[src/rtl/b2tt_trigger_pulser_pkg.sv]
// b2tt_trigger_pulser_pkg: FSM state encoding and default widths shared by the trigger pulser
package b2tt_trigger_pulser_pkg;
  typedef enum logic [1:0] {IDLE = 2'd0, DELAY = 2'd1, PULSE = 2'd2, HOLDOFF = 2'd3} state_t;
  localparam int DEF_DELAY_BITS   = 16;
  localparam int DEF_WIDTH_BITS   = 8;
  localparam int DEF_HOLDOFF_BITS = 16;
  localparam int DEF_COUNT_BITS   = 32;
  localparam int DEF_DROP_BITS    = 16;
  localparam int DEF_PHASE_BITS   = 16;
  function automatic int max3(input int a, input int b, input int c);
    return (a > b) ? ((a > c) ? a : c) : ((b > c) ? b : c);
  endfunction
endpackage

[src/rtl/b2tt_trigger_pulser_frame_phase_counter.sv]
// frame_phase_counter: cycles since the last frame9 marker, saturating at all-ones
//   clock, reset (async, active-high), frame9 marker in; phase out.
//   phase reads 0 in the frame9 cycle itself so a coincident trigger sees phase 0.
module frame_phase_counter #(
  parameter int PHASE_BITS = 16
) (
  input  logic                  clock,
  input  logic                  reset,
  input  logic                  frame9,
  output logic [PHASE_BITS-1:0] phase
);
  logic [PHASE_BITS-1:0] phase_q;
  assign phase = frame9 ? '0 : phase_q;
  always_ff @(posedge clock or posedge reset)
    if (reset) phase_q <= '0;
    else phase_q <= frame9 ? PHASE_BITS'(1) : ((&phase_q) ? phase_q : phase_q + 1'b1);
endmodule

[src/rtl/b2tt_trigger_pulser.sv]
// b2tt_trigger_pulser: one delayed, programmable-width laser pulse per accepted b2tt trigger
//   in : clock, reset (async, active-high), trg, frame9, delay, width, holdoff,
//        gate_start, gate_end, clear_counts
//   out: pulse (registered), busy (FSM not IDLE), accepted_count (wraps),
//        dropped_count (saturates)
//   FRAME_GATE_EN: when defined, triggers are accepted only inside the frame phase
//   window gate_start..gate_end; otherwise frame9 and the gate inputs are ignored.
module b2tt_trigger_pulser
  import b2tt_trigger_pulser_pkg::*;
#(
  parameter int DELAY_BITS   = DEF_DELAY_BITS,
  parameter int WIDTH_BITS   = DEF_WIDTH_BITS,
  parameter int HOLDOFF_BITS = DEF_HOLDOFF_BITS,
  parameter int COUNT_BITS   = DEF_COUNT_BITS,
  parameter int DROP_BITS    = DEF_DROP_BITS,
  parameter int PHASE_BITS   = DEF_PHASE_BITS
) (
  input  logic                    clock,
  input  logic                    reset,
  input  logic                    trg,
  input  logic                    frame9,
  input  logic [DELAY_BITS-1:0]   delay,
  input  logic [WIDTH_BITS-1:0]   width,
  input  logic [HOLDOFF_BITS-1:0] holdoff,
  input  logic [PHASE_BITS-1:0]   gate_start,
  input  logic [PHASE_BITS-1:0]   gate_end,
  input  logic                    clear_counts,
  output logic                    pulse,
  output logic                    busy,
  output logic [COUNT_BITS-1:0]   accepted_count,
  output logic [DROP_BITS-1:0]    dropped_count
);
  localparam int CW = max3(DELAY_BITS, WIDTH_BITS, HOLDOFF_BITS);
  state_t state, state_n;
  logic [CW-1:0] cnt, cnt_n;
  logic [WIDTH_BITS-1:0] width_q, width_n, width_eff;
  logic [HOLDOFF_BITS-1:0] holdoff_q, holdoff_n;
  logic in_gate, accept, drop;
`ifdef FRAME_GATE_EN
  logic [PHASE_BITS-1:0] phase;
  frame_phase_counter #(.PHASE_BITS(PHASE_BITS)) u_phase (
    .clock(clock), .reset(reset), .frame9(frame9), .phase(phase)
  );
  assign in_gate = phase >= gate_start && phase <= gate_end;
`else
  logic unused_gate;
  assign unused_gate = ^{frame9, gate_start, gate_end};
  assign in_gate = 1'b1;
`endif
  assign width_eff = (width == '0) ? WIDTH_BITS'(1) : width;
  assign accept = trg && in_gate && state == IDLE;
  assign drop = trg && !accept;
  assign busy = state != IDLE;
  // One down-counter is reused for delay, width and holdoff; each phase ends when it reads 1.
  always_comb begin
    state_n = state;
    cnt_n = cnt - 1'b1;
    width_n = width_q;
    holdoff_n = holdoff_q;
    case (state)
      IDLE: begin
        cnt_n = cnt;
        if (accept) begin
          width_n = width_eff;
          holdoff_n = holdoff;
          state_n = (delay == '0) ? PULSE : DELAY;
          cnt_n = (delay == '0) ? CW'(width_eff) : CW'(delay);
        end
      end
      DELAY: if (cnt == CW'(1)) begin
        state_n = PULSE;
        cnt_n = CW'(width_q);
      end
      PULSE: if (cnt == CW'(1)) begin
        state_n = (holdoff_q == '0) ? IDLE : HOLDOFF;
        cnt_n = CW'(holdoff_q);
      end
      default: if (cnt == CW'(1)) state_n = IDLE;
    endcase
  end
  // pulse is the registered PULSE state, which supplies the extra cycle of latency.
  always_ff @(posedge clock or posedge reset)
    if (reset) begin
      state <= IDLE;
      cnt <= '0;
      width_q <= '0;
      holdoff_q <= '0;
      pulse <= 1'b0;
      accepted_count <= '0;
      dropped_count <= '0;
    end else begin
      state <= state_n;
      cnt <= cnt_n;
      width_q <= width_n;
      holdoff_q <= holdoff_n;
      pulse <= state == PULSE;
      accepted_count <= clear_counts ? '0 : accepted_count + COUNT_BITS'(accept);
      dropped_count <= clear_counts ? '0 : dropped_count + DROP_BITS'(drop && !(&dropped_count));
    end
endmodule

[config.mk]
export PLATFORM = sky130hd
export DESIGN_NAME = b2tt_trigger_pulser
export DESIGN_NICKNAME = d
export VERILOG_FILES = /design/src/rtl/b2tt_trigger_pulser_pkg.sv /design/src/rtl/b2tt_trigger_pulser_frame_phase_counter.sv /design/src/rtl/b2tt_trigger_pulser.sv
export SDC_FILE = /design/constraint.sdc
export NUM_CORES = 1
export LEC_CHECK = 0
export CAP_MARGIN = 10
export CORE_AREA = 4 4 116 118
export DETAILED_ROUTE_END_ITERATION = 8
export DIE_AREA = 0 0 120 122
export PLACE_DENSITY = 0.72
export SETUP_SLACK_MARGIN = 0.05
export SLEW_MARGIN = 20
export SYNTH_ARGS = -nofsm -noshare
export SYNTH_HDL_FRONTEND = slang
export SYNTH_SLANG_ARGS = --single-unit
[constraint.sdc]
create_clock -name clock -period 6.3 [get_ports clock]
set_clock_uncertainty 0.15 [all_clocks]
set_input_delay 1.26 -clock clock [delete_from_list [all_inputs] [get_ports clock]]
set_output_delay 1.26 -clock clock [all_outputs]
set_load 0.01 [all_outputs]
==> key figures <==
Pwr
  • Power density over cell area: 205.0 mW/mm2
  • Max VDD drop: 0.0001148 V
  • P_leak: 2.485 nW
  • Power Total: 0.001280 W

Synthesis
  • Synthesized flop and latch total: 91
  • Post-synth net total: 584
  • Most used DFF post-synth: dfrtp_1
  • Synth area leaders: dfrtp_1 (47%), mux2_2 (5.8%), nor2_1 (4.2%)
  • YS warnings: 0
  • Count leader, synth: dfrtp_1
  • Synth top cells by count: dfrtp_1 (91), nor2_1 (54), a21oi_1 (28), nand3_1 (28), mux2_2 (25)
  • Share of the synthesized area in the top cell type: 46.81%
  • Share of synthesized registers carrying an async set or reset: 100.0%
  • Unique masters post-synth: 54
  • EDFF count, synth: 0
  • Post-synthesis instance total: 501
  • Register area share after synthesis: 46.81%
  • Yosys top cell by area: dfrtp_1
  • Synthesized area: 0.004865 mm2
  • Syn_area_per_cell: 9.710 um2

Routing
  • Routed wire length: 12920 um
  • DRT antenna net count: 0
  • DRC: 0
  • Post-DR wirelength/cell: 16.88 um
  • Via count: 4256
  • 1st-iter DRT viols: 226
  • Pre-antenna DRT Iters: 5
  • Vias per cell: 5.563

Global routing
  • Initial antenna violation count: 0
  • Grt total ovfl: 0
  • First-pass GRT wire length: 21420 um
  • Gr usage total: 18.08%
  • Largest net degree at the start of global routing: 56
  • Vias in the first global route: 4266

Die
  • Die Width: 120 um
  • Core Area: 0.01247 mm2
  • DIE AREA: 0.01464 mm2
  • Die height: 122 um
  • Initial Util: 39.02%
  • # IOs: 127
  • Std-Cell Rows: 41

STA
  • Setup TNS: 0 ns
  • RSZ-0062 raised after global routing: false
  • Setup violations, final: 0
  • Worst-Margin Slew: 0.7892 ns
  • Final hold vios: 0
  • FMAX: 245.1 MHz
  • Min Tclk post-route: 4.081 ns
  • Post-route clock period utilization: 64.77%
  • Slew HR: 47.34%
  • Slew Viols, Final: 0

CTS
  • CTS root buf: clkbuf_16
  • TritonCTS clock tree: yes
  • Num CTS Buffers: 9
  • Post CTS Setup Buffer Count: 0
  • Post-CTS Resized: 0
  • Post-CTS Hold Fix Bufs: 0
  • H-tree lvl count: 3
  • Worst-path clk slew: 0.07 ns
  • Clock Latency Late Sink: 0.35 ns
  • Longest Clk Path Bufs: 2
  • Clock sink total: 91

Cells and area
  • Filler cell count: 1190
  • Share of layout cells above drive strength 1: 8.938%
  • Register Area: 0.002277 mm2
  • Area of the multi-input gates: 0.002421 mm2
  • Diode count: 0
  • Area grow syn2layout: 28.34%
  • Nets@finish: 671
  • Fin area: 0.006243 mm2
  • Final core occ: 50.09%

Min path
  • Min-Delay Path Class: reg2reg
  • Hold Path Origin: width_q[5]

Setup path
  • Required time of the critical path: 6.36 ns
  • Most used cell, CP: ha_1
  • Slowest stage delay, CP: 0.53 ns
  • Critical Setup Path Class: in2reg
  • Worst setup EP type: flip-flop
  • CP arrival: 4.14 ns
  • FF-to-FF Start: cnt[1]
  • Crit start category: input pin
  • Critical path startpoint: trg
  • Worst Path Max Fanout: 26
  • Worst path cell trace: clkdlybuf4s50_1, inv_1, nor2_2, buf_4, ha_1, ha_1, and4_1, nand3_1, nor4b_1, xnor2_1, nor2_1
  • Slowest cell on crit path: clkdlybuf4s50_1

Placement
  • Gpl congestion: 0.8863
  • Dpl hpwl: 9176 um
  • Input/output buffers: 93
  • Placement Cell Area: 0.005954 mm2

Outcome
  • Status: finished clean

Run
  • Max-capacitance violation count: 0
-- final cells by class --
class / instances / area share (%)
repair buffers: 98 / 15.51
well taps: 172 / 3.447
multi-input cells: 369 / 38.78
clock buffers: 11 / 4.048
clock inverters: 5 / 0.5812
flip-flops and latches: 91 / 36.47
inverters: 19 / 1.162
-- per-layer routing --
metal  global-route usage (%)  vias up  part of all wire (%)
met5                        0        -                     0
met3                    4.085       19                   6.0
li1                         -     2018                     -
met2                    29.15      145                    47
met1                    23.75     2074                    46
met4                    7.087        0                   1.7
-- worst max-delay path, delay by kind of cell --
kind | cells | cell delay (ns)
adders and majority gates | 2 | 0.53
and+or+nand+nor | 5 | 1.06
buffers and inverters | 3 | 1.10
xor gates and xnor gates | 1 | 0.16
-- layout by cell type (no fill, tap or decap), types with 18 or more instances in the layout --
| cell | instances |
|---|---|
| clkdlybuf4s50_1 | 93 |
| dfrtp_1 | 91 |
| nor2_1 | 53 |
| a21oi_1 | 28 |
| nand3_1 | 28 |
| mux2_2 | 25 |
| nand2_1 | 23 |
| nor4_1 | 21 |
| xnor2_1 | 21 |
| inv_1 | 18 |
-- metrics by stage --
stage                     hold slack (ns)  cells  setup slack [ns]
final                              0.3607    765             2.219
after global routing               0.3701    765             2.000
after CTS                          0.3622    765             2.240
after detailed placement           0.3502    749             1.897
after global placement             0.3398    749             1.969
after floorplan                    0.3250    501             2.526
-- path summary, 6_finish.rpt --
path / to / slack (ns) / cells past startpoint
setup / recovery: accepted_count[28] / 2.22 / 11
max in group asynchronous: dropped_count[6] / 3.72 / 3
hold / removal: width_q[5] / 0.36 / 1
hold reg to reg: width_q[5] / 0.36 / 1
min in group asynchronous: accepted_count[2] / 1.16 / 2
setup reg to reg: cnt[10] / 2.93 / 7
-- report_power, final --
part	internal, W	switching (W)
sequential	0.000610	0.0000324
clock	0.000290	0.000233
combinational	0.0000615	0.0000526
total	0.000962	0.000318
-- cell families (layout without fill, tap and decap cells) --
family                   Yosys count  after routing  synth area share [%]
flip-flops                        91             91                 46.81
AND/OR/NAND/NOR                  201            201                 21.91
buffers and inverters             41            133                 3.472
multiplexers                      25             25                 5.787
AO/OA/AOI/OAI                    100            100                 13.79
adder cells (fa/ha/maj)            7              7                 1.749
XOR/XNOR                          36             36                 6.482
-- sequential cells by signal, indices dropped and copies added (netlist names) --
register and flops:
width_q 8, pulse 1, cnt 16, holdoff_q 16, dropped_count 16, accepted_count 32, state 2
Power figures use the tool's default switching activity.
